$ cat config.mk
export PLATFORM = sky130hd
export DESIGN_NAME = mil_bc_sched
export DESIGN_NICKNAME = d
export VERILOG_FILES = /design/src/rtl/mil_bc_sched_pkg.sv /design/src/rtl/mil_bc_sched_timer.sv /design/src/rtl/mil_bc_sched.sv
export SDC_FILE = /design/constraint.sdc
export NUM_CORES = 1
export LEC_CHECK = 0
export CAP_MARGIN = 20
export CORE_MARGIN = 3
export CORE_UTILIZATION = 25
export DETAILED_ROUTE_END_ITERATION = 8
export GPL_ROUTABILITY_DRIVEN = 1
export HOLD_SLACK_MARGIN = 0.02
export SETUP_SLACK_MARGIN = 0.05
export SYNTH_ARGS = -nofsm -noshare
export SYNTH_HDL_FRONTEND = slang
export SYNTH_SLANG_ARGS = --single-unit
export TNS_END_PERCENT = 5
$ cat constraint.sdc
create_clock -name clk -period 8.1 [get_ports clk]
set_clock_uncertainty 0.2 [all_clocks]
set_input_delay 2.43 -clock clk [delete_from_list [all_inputs] [get_ports clk]]
set_output_delay 2.43 -clock clk [all_outputs]
set_load 0.1 [all_outputs]
$ cat src/rtl/mil_bc_sched_pkg.sv
`default_nettype none
// ============================================================================
// Module   : mil_bc_sched_pkg
// Purpose  : Shared types and constants for the 1553 bus-controller sequencer
// Revision : 1.0 - initial release
// ============================================================================
package mil_bc_sched_pkg;

    // Sequencer states. S_SEND keeps its encoding slot but is never entered,
    // because the command word is handed to the transmitter directly from IDLE.
    typedef enum logic [2:0] {
        S_IDLE  = 3'd0,
        S_SEND  = 3'd1,
        S_ARM   = 3'd2,
        S_XMIT  = 3'd3,
        S_FETCH = 3'd4,
        S_RESP  = 3'd5,
        S_GAP   = 3'd6
    } state_t;

    // Bit positions inside err = {tx_fault, bad_sync, timeout}
    localparam int ERR_TO   = 0;
    localparam int ERR_SYNC = 1;
    localparam int ERR_TX   = 2;

    // Default interval lengths in clk cycles (50 MHz)
    localparam int TO_CYC_DEF  = 1000;
    localparam int GAP_CYC_DEF = 200;
    localparam int ARM_CYC_DEF = 16;

    // Interval timer width
    localparam int TMR_W = 16;

    // Preset for an interval of N cycles: the timer is loaded on the entering
    // edge and flags terminal count in the N-th cycle of the state.
    function automatic logic [TMR_W-1:0] tmr_preset(input int cycles);
        return TMR_W'(cycles - 1);
    endfunction

endpackage
`default_nettype wire

$ cat src/rtl/mil_bc_sched_timer.sv
`default_nettype none
// ============================================================================
// Module   : mil_bc_timer
// Purpose  : Loadable down-counter with terminal-count flag, shared by the
//            ARM, RESP and GAP intervals of the sequencer
// Revision : 1.0 - initial release
// ============================================================================
module mil_bc_timer
    import mil_bc_sched_pkg::*;
(
    input  logic             clk,
    input  logic             R,
    input  logic             load,
    input  logic [TMR_W-1:0] load_val,
    output logic             tc
);

    logic [TMR_W-1:0] cnt;

    // Count down to zero and hold there; a load always takes priority
    always_ff @(posedge clk or posedge R) begin
        if (R) begin
            cnt <= '0;
        end else if (load) begin
            cnt <= load_val;
        end else if (cnt != '0) begin
            cnt <= cnt - 1'b1;
        end
    end

    assign tc = (cnt == '0);

endmodule
`default_nettype wire

$ cat src/rtl/mil_bc_sched.sv
`default_nettype none
// ============================================================================
// Module   : mil_bc_sched
// Purpose  : Bus-controller message sequencer: sends a command word plus up
//            to 15 data words through the Manchester transmitter, then waits
//            (with timeout) for the remote terminal status word
// Revision : 1.0 - initial release
// ============================================================================
module mil_bc_sched
    import mil_bc_sched_pkg::*;
#(
    parameter int TO_CYC  = TO_CYC_DEF,
    parameter int GAP_CYC = GAP_CYC_DEF,
    parameter int ARM_CYC = ARM_CYC_DEF
) (
    input  logic        clk,
    input  logic        R,
    input  logic        start,
    input  logic [15:0] cw_in,
    input  logic [3:0]  n_dw,
    output logic        dw_req,
    input  logic        dw_vld,
    input  logic [15:0] dw_in,
    output logic        txen,
    output logic [15:0] dat,
    input  logic        en_tx,
    input  logic        ok_rx,
    input  logic        rx_cw_dw,
    input  logic [15:0] rx_dat,
    output logic        busy,
    output logic        done,
    output logic [15:0] status,
    output logic [2:0]  err
);

    state_t           state;
    logic [3:0]       n_dw_q;
    logic [3:0]       dw_cnt;
    logic             tmr_load;
    logic [TMR_W-1:0] tmr_val;
    logic             tmr_tc;

    mil_bc_timer u_timer (
        .clk      (clk),
        .R        (R),
        .load     (tmr_load),
        .load_val (tmr_val),
        .tc       (tmr_tc)
    );

    // Reload the shared timer on the edge that enters a timed state
    always_comb begin
        tmr_load = 1'b0;
        tmr_val  = '0;
        if ((state == S_IDLE && start) || (state == S_FETCH && dw_vld)) begin
            tmr_load = 1'b1;
            tmr_val  = tmr_preset(ARM_CYC);
        end else if (state == S_XMIT && !en_tx && dw_cnt == n_dw_q) begin
            tmr_load = 1'b1;
            tmr_val  = tmr_preset(TO_CYC);
        end else if ((state == S_ARM && !en_tx && tmr_tc) ||
                     (state == S_RESP && (ok_rx || tmr_tc))) begin
            tmr_load = 1'b1;
            tmr_val  = tmr_preset(GAP_CYC);
        end
    end

    // Message sequencer with registered strobes and outputs
    always_ff @(posedge clk or posedge R) begin
        if (R) begin
            state  <= S_IDLE;
            n_dw_q <= '0;
            dw_cnt <= '0;
            txen   <= 1'b0;
            dw_req <= 1'b0;
            done   <= 1'b0;
            busy   <= 1'b0;
            dat    <= '0;
            status <= '0;
            err    <= '0;
        end else begin
            txen   <= 1'b0;
            dw_req <= 1'b0;
            done   <= 1'b0;
            case (state)
                S_IDLE: begin
                    if (start) begin
                        dat    <= cw_in;
                        n_dw_q <= n_dw;
                        dw_cnt <= '0;
                        err    <= '0;
                        txen   <= 1'b1;
                        busy   <= 1'b1;
                        state  <= S_ARM;
                    end
                end
                S_ARM: begin
                    // en_tx seen in the last allowed cycle still counts as armed
                    if (en_tx) begin
                        state <= S_XMIT;
                    end else if (tmr_tc) begin
                        err[ERR_TX] <= 1'b1;
                        done        <= 1'b1;
                        state       <= S_GAP;
                    end
                end
                S_XMIT: begin
                    // en_tx was high on entry, so a low level marks its falling edge
                    if (!en_tx) begin
                        if (dw_cnt < n_dw_q) begin
                            dw_req <= 1'b1;
                            state  <= S_FETCH;
                        end else begin
                            state <= S_RESP;
                        end
                    end
                end
                S_FETCH: begin
                    if (dw_vld) begin
                        dat    <= dw_in;
                        dw_cnt <= dw_cnt + 1'b1;
                        txen   <= 1'b1;
                        state  <= S_ARM;
                    end
                end
                S_RESP: begin
                    // A reply arriving in the timeout cycle takes precedence
                    if (ok_rx) begin
                        if (rx_cw_dw) begin
                            status <= rx_dat;
                        end else begin
                            err[ERR_SYNC] <= 1'b1;
                        end
                        done  <= 1'b1;
                        state <= S_GAP;
                    end else if (tmr_tc) begin
                        err[ERR_TO] <= 1'b1;
                        done        <= 1'b1;
                        state       <= S_GAP;
                    end
                end
                S_GAP: begin
                    if (tmr_tc) begin
                        busy  <= 1'b0;
                        state <= S_IDLE;
                    end
                end
                default: begin
                    busy  <= 1'b0;
                    state <= S_IDLE;
                end
            endcase
        end
    end

endmodule
`default_nettype wire

### After elaboration in Yosys (flattened, before gate mapping)

Cells that the tools add are included.

| word-level totals | value |
|---|---|
| register bits after elaboration | 66 |
| bits in latches | 0 |
| memory bits (writable) | 0 |
| ROM bits | 0 |
| input port bits | 59 |
| output and inout port bits | 39 |
| logic and storage cells | 104 |
| memories | 0 |

| operators by class | value |
|---|---|
| add/sub/neg operators | 2 |
| multipliers | 0 |
| divide/modulo/power cells | 0 |
| $lt $le $gt $ge | 1 |
| eq/ne operators | 16 |
| shift operators | 0 |
| muxes and demuxes | 44 |
| bitwise operators | 1 |
| reductions and logical operators | 27 |

Operators with widths:

| operator | count |
|---|---|
| 2-to-1 mux 16 bit | 4 |
| one-hot mux 16 bit (2 select lines) | 1 |
| 2-to-1 mux 3 bit | 8 |
| 2-to-1 mux 10 bit | 2 |
| != test 2 bit, second input constant | 10 |
| 2-to-1 mux 1 bit | 19 |
| one-hot mux 3 bit (6 select lines) | 1 |
| logical NOT 16 bit | 1 |
| AND reduction 4 bit | 4 |
| nonzero test 16 bit | 1 |
| subtractor 16 x 1 -> 16 bit, second input constant | 1 |
| == test 3 bit, second input constant | 3 |
| AND reduction 3 bit | 3 |
| 2-to-1 mux 4 bit | 2 |
| 2-to-1 mux 8 bit | 1 |
| one-hot mux 4 bit (2 select lines) | 1 |
| nonzero test 2 bit | 4 |
| logical AND 1 bit | 7 |
| == test 3 x 2 -> 1 bit, second input constant | 2 |
| one-hot mux 1 bit (2 select lines) | 3 |
| adder 4 x 1 -> 4 bit, second input constant | 1 |
| == test 4 bit | 1 |
| less-than comparator 4 bit | 1 |
| one-hot mux 2 bit (2 select lines) | 1 |
| 7 further kinds | 9 |

### Depth between registers and ports, before layout

Gate-level depths: netlist of run 1.

| logic depth | value |
|---|---|
| word-level depth | 8 |
| mapped depth | 8 |

### Modules after synthesis

Synthesis of run 1 repeated with hierarchy kept, for this count alone.

| unflattened totals | value |
|---|---|
| cells, all modules | 321 |
| area total of the unflattened synthesis | 3434.5 sq um |

By module, submodules not included:

| module | instances | cells an instance | area each (sq um) | sequential area each (sq um) |
|---|---|---|---|---|
| mil_bc_sched | 1 | 213 | 2426.1 | 1251.2 |
| mil_bc_timer | 1 | 108 | 1008.5 | 400.4 |

### Worst setup path after synthesis of run 1

No wires, ideal clock.

| path | value |
|---|---|
| path type | input-to-reg |
| from | in en_tx |
| to | reg u_timer.cnt[2] |
| library setup time | 0.124 ns |
| data arrival time | 3.668 ns |
| path slack | 4.108 ns |
| stages on the path | 6 |
| path through | clkbuf_1 -> nor4b_1 -> o22a_1 -> or3_1 -> buf_2 -> a211o_1 |

| on the way | value |
|---|---|
| cells in the longest elaborated chain, start to end | 8 |
| elaborated cells on any way between the ends | 14 |
| those cells by class | mux: 7; reduce/logical: 7 |

Ends and longest elaborated chain:

| what | RTL line | text |
|---|---|---|
| start, declared | mil_bc_sched.sv:26 | `input logic en_tx,` |
| logical NOT 1 bit (*) | n/a |  |
| logical AND 1 bit (2 in a row) | mil_bc_sched.sv:61 | `end else if ((state == S_ARM && !en_tx && tmr_tc) \|\|` |
| logical OR 1 bit | mil_bc_sched.sv:61 |  |
| 2-to-1 mux 8 bit / 2-to-1 mux 1 bit (equally long branches) | mil_bc_sched.sv:61 |  |
| 2-to-1 mux 10 bit / 2-to-1 mux 1 bit (equally long branches) | mil_bc_sched.sv:58 | `end else if (state == S_XMIT && !en_tx && dw_cnt == n_dw_q) begin` |
| 2-to-1 mux 10 bit / 2-to-1 mux 1 bit (equally long branches) | mil_bc_sched.sv:55 | `if ((state == S_IDLE && start) \|\| (state == S_FETCH && dw_vld)) begin` |
| 2-to-1 mux 16 bit / nonzero test 2 bit (equally long branches) | n/a |  |
| end signal, assigned | mil_bc_sched_timer.sv:25 | `cnt <= load_val;` |
| end signal, assigned | mil_bc_sched_timer.sv:27 | `cnt <= cnt - 1'b1;` |
| end, declared | mil_bc_sched_timer.sv:18 | `logic [TMR_W-1:0] cnt;` |

Every way passes the cells marked *; elsewhere a longest branch is shown, timed or not.
A chain may end at the register's enable or synchronous reset.

### Worst setup path after layout of run 1

| path | value |
|---|---|
| from | in dw_vld |
| to | reg u_timer.cnt[2] |

| on the way | value |
|---|---|
| cells in the longest elaborated chain, start to end | 4 |
| elaborated cells on any way between the ends | 6 |
| those cells by class | mux: 3; reduce/logical: 3 |

Ends and longest elaborated chain:

| what | RTL line | text |
|---|---|---|
| start, declared | mil_bc_sched.sv:22 | `input logic dw_vld,` |
| logical AND 1 bit (*) | mil_bc_sched.sv:55 |  |
| logical OR 1 bit (*) | mil_bc_sched.sv:55 |  |
| 2-to-1 mux 10 bit / 2-to-1 mux 1 bit (equally long branches) | mil_bc_sched.sv:55 |  |
| 2-to-1 mux 16 bit / nonzero test 2 bit (equally long branches) | n/a |  |

Marks and branches as above.

==> results of run 1 <==
## routing by layer
layer | track usage | share of wire | wire [microns] | up-vias
met4 | 0.0261 | 0.0089 | 68 | 0
met1 | 0.133 | 0.43 | 3290 | 1231
li1 | - | - | - | 1272
met2 | 0.187 | 0.51 | 3920 | 65
met5 | 0 | 0 | 0 | -
met3 | 0.0411 | 0.054 | 414 | 5
## power groups by stage
| stage | Sequential (mW) | Clock (mW) | Combinational (mW) |
|---|---|---|---|
| 2_1_floorplan | 0.950 | 0 | 0.318 |
| 3_3_place_gp | 0.540 | 0 | 0.952 |
| 3_5_place_dp | 0.543 | 0 | 0.967 |
| 4_1_cts | 0.538 | 0.444 | 0.970 |
| 5_1_grt | 0.555 | 0.460 | 1.03 |
| 6_report | 0.538 | 0.433 | 0.972 |
## layout by cell type (no fill, tap or decap), drive strengths merged, types with 3 or more instances in the layout
master / Yosys / routed
xor2: 3 / 3
clkdlybuf4s50: 0 / 97
mux2i: 17 / 17
inv: 15 / 15
nand4: 4 / 4
nor3b: 3 / 3
nor3: 9 / 9
nor2b: 3 / 3
a21oi: 9 / 9
nand2: 35 / 35
nand3: 9 / 9
o21ai: 28 / 28
dfrtp: 66 / 66
xnor2: 8 / 8
mux2: 17 / 17
buf: 8 / 3
or3: 6 / 6
clkbuf: 6 / 12
nor4: 7 / 7
nor2: 21 / 21
ha: 7 / 7
## final cells by class
type | instances | area (sq um) | share of cell area
multi-input combinational | 211 | 1410 | 0.301
inverter | 15 | 56.3 | 0.0120
timing repair buffer | 100 | 1010 | 0.217
clock buffer | 12 | 267 | 0.0570
sequential | 66 | 1650 | 0.353
clock inverter | 4 | 72.6 | 0.0155
tap | 168 | 210 | 0.0450
## logic make-up after synthesis
family,after synthesis,synth area share
and+or+nand+nor,106,0.169
DFF,66,0.521
AOI/OAI and AO/OA,53,0.100
muxes,34,0.114
buffers and inverters,29,0.0375
xor gates and xnor gates,11,0.0304
adders and majority gates,7,0.0276
## flip-flops by register name, summed over array words and instances (netlist names)
name         flops
dw_req           1
dat             16
dw_cnt           4
state            3
busy             1
err              3
done             1
n_dw_q           4
status          16
txen             1
u_timer.cnt     16
## worst paths after layout
| check | start | end | slack, ns | cells after the start |
|---|---|---|---|---|
| min in group asynchronous | R | status[6] | 2.47 | 3 |
| worst max-delay path | dw_vld | u_timer.cnt[2] | 3.61 | 7 |
| worst min-delay path | dat[9] | dat[9] | 0.28 | 2 |
| worst min register to register | dat[9] | dat[9] | 0.28 | 2 |
| max in group asynchronous | R | n_dw_q[2] | 4.67 | 3 |
| worst max register to register | u_timer.cnt[0] | u_timer.cnt[1] | 5.15 | 7 |
## worst max-delay path: cells and delay by family
kind | cells | cell delay (ns)
compound gates | 1 | 0.32
buf+inv | 3 | 0.80
simple gates | 2 | 0.78
mux | 1 | 0.16
## metrics by stage
step	utilization	worst slack [ns]	hold slack [ns]	area [sq um]
global route	0.383	3.46	0.304	4680
finish	0.383	3.61	0.280	4680
global placement	0.353	2.78	0.261	4310
floorplan	-	3.82	0.287	3170
detailed placement	0.353	2.70	0.272	4310
CTS	0.381	3.03	0.284	4650
==> qor.yml, run 1 <==
outcome: "complete, no violations"
synth_fp_nets: 372
crit_required_ns: 8.11
dp_cells: 559
ant_nets: 0
cts_buffers: 9
io_pins: 98
worstSetupPathType: "in -> reg"
wl_per_cell_microns: 13.3
pwr-share-seq: 0.277
p_int_mw: 1.02
dp_hpwl_mm: 5.73
post-route-period-util: 0.554
switching_share: 0.473
tns_ns: 0
layout.nets: 469
postCtsHoldBufs: 0
post_cts_buffers: 0
async_flop_share: 1.00
grt_max_degree: 67
antenna_found_initial: 0
clock-sinks: 66
yosysMostFrequentCell: "dfrtp_1"
irDropWorstVdd_uv: 175
start_util: 0.260
maxSlewViolCount: 0
p_total_mw: 1.94
hp-class: "reg -> reg"
p_leak_nw: 2.01
area_growth_pct: 47.5
first_global_vias: 2540
slew_headroom: 0.317
yosysWarnings: 0
fp.dieW_microns: 119
worstPathArrival_ns: 4.49
rsz0062_at_grt: "no"
cp_cell_sequence: "clkdlybuf4s50_1, mux2i_1, or3_1, buf_16, inv_1, or3_1, a211o_1"
wl_mm: 7.68
syn_avg_cell_area_sq_um: 10.4
synthDistinctLibCells: 42
synth_top_cells_by_count: "66 x dfrtp_1, 35 x nand2_1, 28 x o21ai_0"
cp-end-kind: "flip-flop"
crit_slowest_cell: "or3_1"
insertion_delay_ns: 0.32
htree_levels: 3
gp_congestion: 0.800
grt_util_all_layers: 0.111
first_pass_iters: 4
comb_power_share: 0.501
clk_pin_slew_worst_paths_ns: 0.05
cellPowerDensity_nw_per_um2: 415
cpPeakStageDelay_ns: 0.53
grt_pass1_wl_mm: 12.7
grt_overflow: 0
cts_tree: "yes"
cts_max_path_buffers: 2
crit_fanout: 35
dieArea_sq_um: 14100
rows: 40
synth_seq_area_share: 0.521
synth_edf_count: 0
final_cells: 576
fmax_mhz: 223
cts_root_buf: "clkbuf_16"
ctsResizeCount: 0
nFillCells: 1256
drc: 0
synthCells: 306
drive_gt1_frac: 0.103
hold_viol: 0
p_switching_uw: 919
yosysTopAreaCell: "dfrtp_1"
synth_top_area_frac: 0.521
maxCapViolCount: 0
cp-start-kind: "input pin"
synth_seq_cells: 66
syn-cell-area_sq_um: 3170
io_buffers: 97
synthFlopType: "dfrtp_1"
coreArea_sq_um: 12200
via_count: 2573
final-setup-viol-count: 0
diodes: 0
p_clk_frac: 0.223
die_h_microns: 119
vias_per_cell: 4.47
crit_path_frequent_cell: "or3_1"
period_minus_slack_ns: 4.49
drtIter0Drc: 90
synth_area_leaders: "dfrtp_1 52%, mux2_2 6.0%, mux2i_1 5.4%"
tightest_slew_ns: 1.02
No activity file was read; power rests on OpenSTA's default activity.
==> run 2, diff against run 1 <==
Clock period 8.1 ns to 3.6 ns, I/O delays scaled along.
==> qor.yml, run 2 (same netlist as run 1, synthesis figures left out) <==
clk_pin_slew_worst_paths_ns: 0.06
r2r-end: "u_timer.cnt[1]"
slew_headroom: 0.537
rows: 40
reg2reg_depth: 7
reg_top3: "dat (16), status (16), u_timer.cnt (16)"
cp_cell_sequence: "clkdlybuf4s50_1, nor4b_1, o22a_1, or3_1, a211o_1"
utilization: 0.377
vias_per_cell: 4.48
post_cts_buffers: 0
cts_tree: "yes"
gp_congestion: 0.778
cp-end-kind: "flip-flop"
htree_levels: 3
dp_hpwl_mm: 5.90
rsz0062_at_grt: "no"
cts_max_path_buffers: 2
fmax_mhz: 346
most-common-layout-cells: "66 x dfrtp_1, 58 x clkdlybuf4s50_1, 45 x buf_4"
wl_met2_mm: 3.94
period_minus_slack_ns: 2.89
wl_mm: 7.75
insertion_delay_ns: 0.32
fin_hold_ws_ns: 0.282
dpl_cell_area_sq_um: 4260
final_common_cell: "dfrtp_1"
cts_root_buf: "clkbuf_16"
fp.dieW_microns: 119
drt-met1-wl_mm: 3.24
irDropWorstVdd_uv: 296
hp-class: "reg -> reg"
antenna_found_initial: 0
hold_viol: 0
grt_pass1_wl_mm: 12.7
io_pins: 98
first_pass_iters: 4
die_h_microns: 119
final-setup-viol-count: 0
layout.nets: 473
holdPathEnd: "dat[9]"
worstHoldStart: "dat[9]"
start_util: 0.260
min_path_cells: 2
crit_required_ns: 3.60
regToRegSetupSlack_ns: 1.05
crit_slowest_cell: "clkdlybuf4s50_1"
dieArea_sq_um: 14100
io_buffers: 97
ctsResizeCount: 0
drtIter0Drc: 158
wl_per_cell_microns: 13.4
cpPeakStageDelay_ns: 0.63
grt_overflow: 0
diodes: 0
drc: 0
area_growth_pct: 45.1
tightest_slew_ns: 0.693
grt_max_degree: 37
crit_fanout: 10
grt_util_all_layers: 0.111
cp-start-kind: "input pin"
clock-sinks: 66
dr_wl_met3_microns: 480
tns_ns: 0
top_layer_used: "met4"
worstPathArrival_ns: 2.89
coreArea_sq_um: 12200
drive_gt1_frac: 0.206
ant_nets: 0
first_global_vias: 2535
p_total_mw: 4.31
cts_buffers: 9
p_leak_nw: 2.09
outcome: "complete, no violations"
design_area_sq_um: 4600
r2r_start: "u_timer.cnt[0]"
cellPowerDensity_nw_per_um2: 937
worstSetupPathType: "in -> reg"
maxCapViolCount: 0
post-route-period-util: 0.803
via_count: 2596
maxSlewViolCount: 0
postCtsHoldBufs: 0
-- run 2: cell types whose count changed in the layout (fill, tap and decap cells not counted) --
cell / before / now
buf_12: 0 / 1
buf_16: 1 / 0
buf_4: 2 / 45
clkdlybuf4s50_1: 97 / 58
-- run 2: routing by layer --
metal,GRT usage,vias to the layer above
met3,0.0344,6
met1,0.136,1247
met5,0,-
li1,-,1275
met4,0.0326,0
met2,0.186,68
-- run 2: report_power, final --
group	total [mW]	switching, mW	internal, mW
registers	1.21	0.224	0.989
clock network	0.969	0.308	0.661
logic	2.13	1.54	0.592
-- run 2: worst max-delay path by stage --
stage	from	end	slack, ns	cells past startpoint
floorplan	R	busy	0.67	1
global placement	en_tx	u_timer.cnt[2]	0.43	5
detailed placement	en_tx	u_timer.cnt[2]	0.38	5
CTS	en_tx	u_timer.cnt[2]	0.72	5
global route	en_tx	u_timer.cnt[2]	0.63	5
finish	en_tx	u_timer.cnt[2]	0.71	5
-- run 2: metrics by stage --
stage | std cells | setup WS [ns]
2_1_floorplan | 306 | 0.665
3_3_place_gp | 564 | 0.428
3_5_place_dp | 564 | 0.377
4_1_cts | 580 | 0.718
5_1_grt | 580 | 0.634
6_report | 580 | 0.710
-- run 2: layout make-up --
class                      count  area, sq um
clock buffer                  12          267
inverter                      15         56.3
multi-input combinational    211         1410
tap                          168          210
clock inverter                 4         72.6
fill                        1256         7610
timing repair buffer         104          938
sequential                    66         1650
-- run 2: worst max-delay path: cells and delay by family --
family	cells	cell delay [ns]
compound gates	2	0.54
simple gates	2	0.63
buf+inv	1	0.63
==> run 3, diff against run 2 <==
Clock period 3.6 ns to 2.4 ns, I/O delays scaled along.
==> qor.yml, run 3 (same netlist as run 1, synthesis figures left out) <==
outcome: "complete, no violations"
regToRegSetupSlack_ns: 0.16
grt_overflow: 0
htree_levels: 3
tns_ns: 0
via_count: 2692
dp_hpwl_mm: 6.22
r2r_start: "u_timer.cnt[0]"
grt_pass1_wl_mm: 14.0
first_global_vias: 2774
p_leak_nw: 2.30
clock-sinks: 66
hold_viol: 0
reg2reg_depth: 8
tightest_slew_ns: 0.458
hp-class: "reg -> reg"
crit_fanout: 9
cp-start-kind: "flip-flop"
drc: 0
worstPathArrival_ns: 2.25
wl_mm: 8.18
final_common_cell: "dfrtp_1"
worstHoldStart: "n_dw_q[0]"
area_growth_pct: 64.8
die_h_microns: 119
min_path_cells: 1
layout.nets: 491
dpl_cell_area_sq_um: 4900
grt_util_all_layers: 0.125
maxSlewViolCount: 0
antenna_found_initial: 0
first_pass_iters: 4
dieArea_sq_um: 14100
drtIter0Drc: 85
utilization: 0.428
worstSetupPathType: "reg -> reg"
reg_top3: "dat (16), status (16), u_timer.cnt (16)"
vias_per_cell: 4.51
drive_gt1_frac: 0.238
r2r-end: "u_timer.cnt[1]"
gp_congestion: 0.806
start_util: 0.260
io_buffers: 97
maxCapViolCount: 0
cts_max_path_buffers: 2
rows: 40
ant_nets: 0
wl_per_cell_microns: 13.7
crit_required_ns: 2.41
design_area_sq_um: 5220
grt_max_degree: 45
dp_cells: 580
irDropWorstVdd_uv: 713
clk_pin_slew_worst_paths_ns: 0.05
most-common-layout-cells: "66 x dfrtp_1, 58 x clkdlybuf4s50_1, 42 x buf_12"
post-route-period-util: 0.933
insertion_delay_ns: 0.33
io_pins: 98
fmax_mhz: 446
pre_cts_ws_ns: -0.165
period_minus_slack_ns: 2.24
rsz0062_at_grt: "yes"
coreArea_sq_um: 12200
cp-end-kind: "flip-flop"
setup_ws_ns: 0.160
final-setup-viol-count: 0
cellPowerDensity_nw_per_um2: 1370
holdPathEnd: "n_dw_q[0]"
cts_buffers: 9
diodes: 0
p_total_mw: 7.14
slew_headroom: 0.691
final_cells: 597
fin_hold_ws_ns: 0.314
fp.dieW_microns: 119
cts_tree: "yes"
cts_root_buf: "clkbuf_16"
## run 3: changes by cell type in the layout (fill, tap and decap cells not counted)
cell and change:
buf_12 +41, buf_4 -23, bufinv_16 -1, clkbuf_1 +1, inv_2 -1, or3_1 -1, or3_4 +1
## run 3: routing by layer
metal | vias up | track usage | share of wire
li1 | 1321 | - | -
met4 | 0 | 0.0572 | 0.020
met1 | 1291 | 0.155 | 0.43
met3 | 13 | 0.0234 | 0.043
met2 | 67 | 0.209 | 0.51
met5 | - | 0 | 0
## run 3: layout make-up
type | instances | area, sq um
fill | 1205 | 6990
sequential | 66 | 1650
timing repair buffer | 122 | 1590
multi-input combinational | 211 | 1410
clock buffer | 13 | 270
tap | 168 | 210
inverter | 15 | 60.1
clock inverter | 2 | 35.0
## run 3: critical path, cell delays in order (launching register included)
cell      delay [ns]
dfrtp_1         0.35
inv_1           0.07
ha_1            0.23
nor3b_1         0.16
and4_1          0.19
o22a_1          0.22
or3_4           0.37
buf_4           0.17
o21bai_1        0.16
## run 3: worst max-delay path by stage
| stage | start | endpoint | slack, ns |
|---|---|---|---|
| after CTS | u_timer.cnt[0] | u_timer.cnt[1] | 0.08 |
| final | u_timer.cnt[0] | u_timer.cnt[1] | 0.16 |
| after floorplan | u_timer.cnt[0] | u_timer.cnt[2] | 0.12 |
| after global placement | dw_vld | u_timer.cnt[1] | -0.13 |
| after detailed placement | ok_rx | u_timer.cnt[1] | -0.17 |
| after global routing | u_timer.cnt[0] | busy | 0.05 |
## run 3: what timing repair did
item	in CTS	in global routing
resized for setup	0	1
setup buffers	0	2
hold buffers	0	0
endpoints found under the setup margin	0	5
## run 3: where the power goes
| part | leakage, nW | switching, mW | internal [mW] |
|---|---|---|---|
| clock network | 0.152 | 0.451 | 0.881 |
| logic | 1.28 | 2.44 | 1.52 |
| registers | 0.868 | 0.362 | 1.49 |
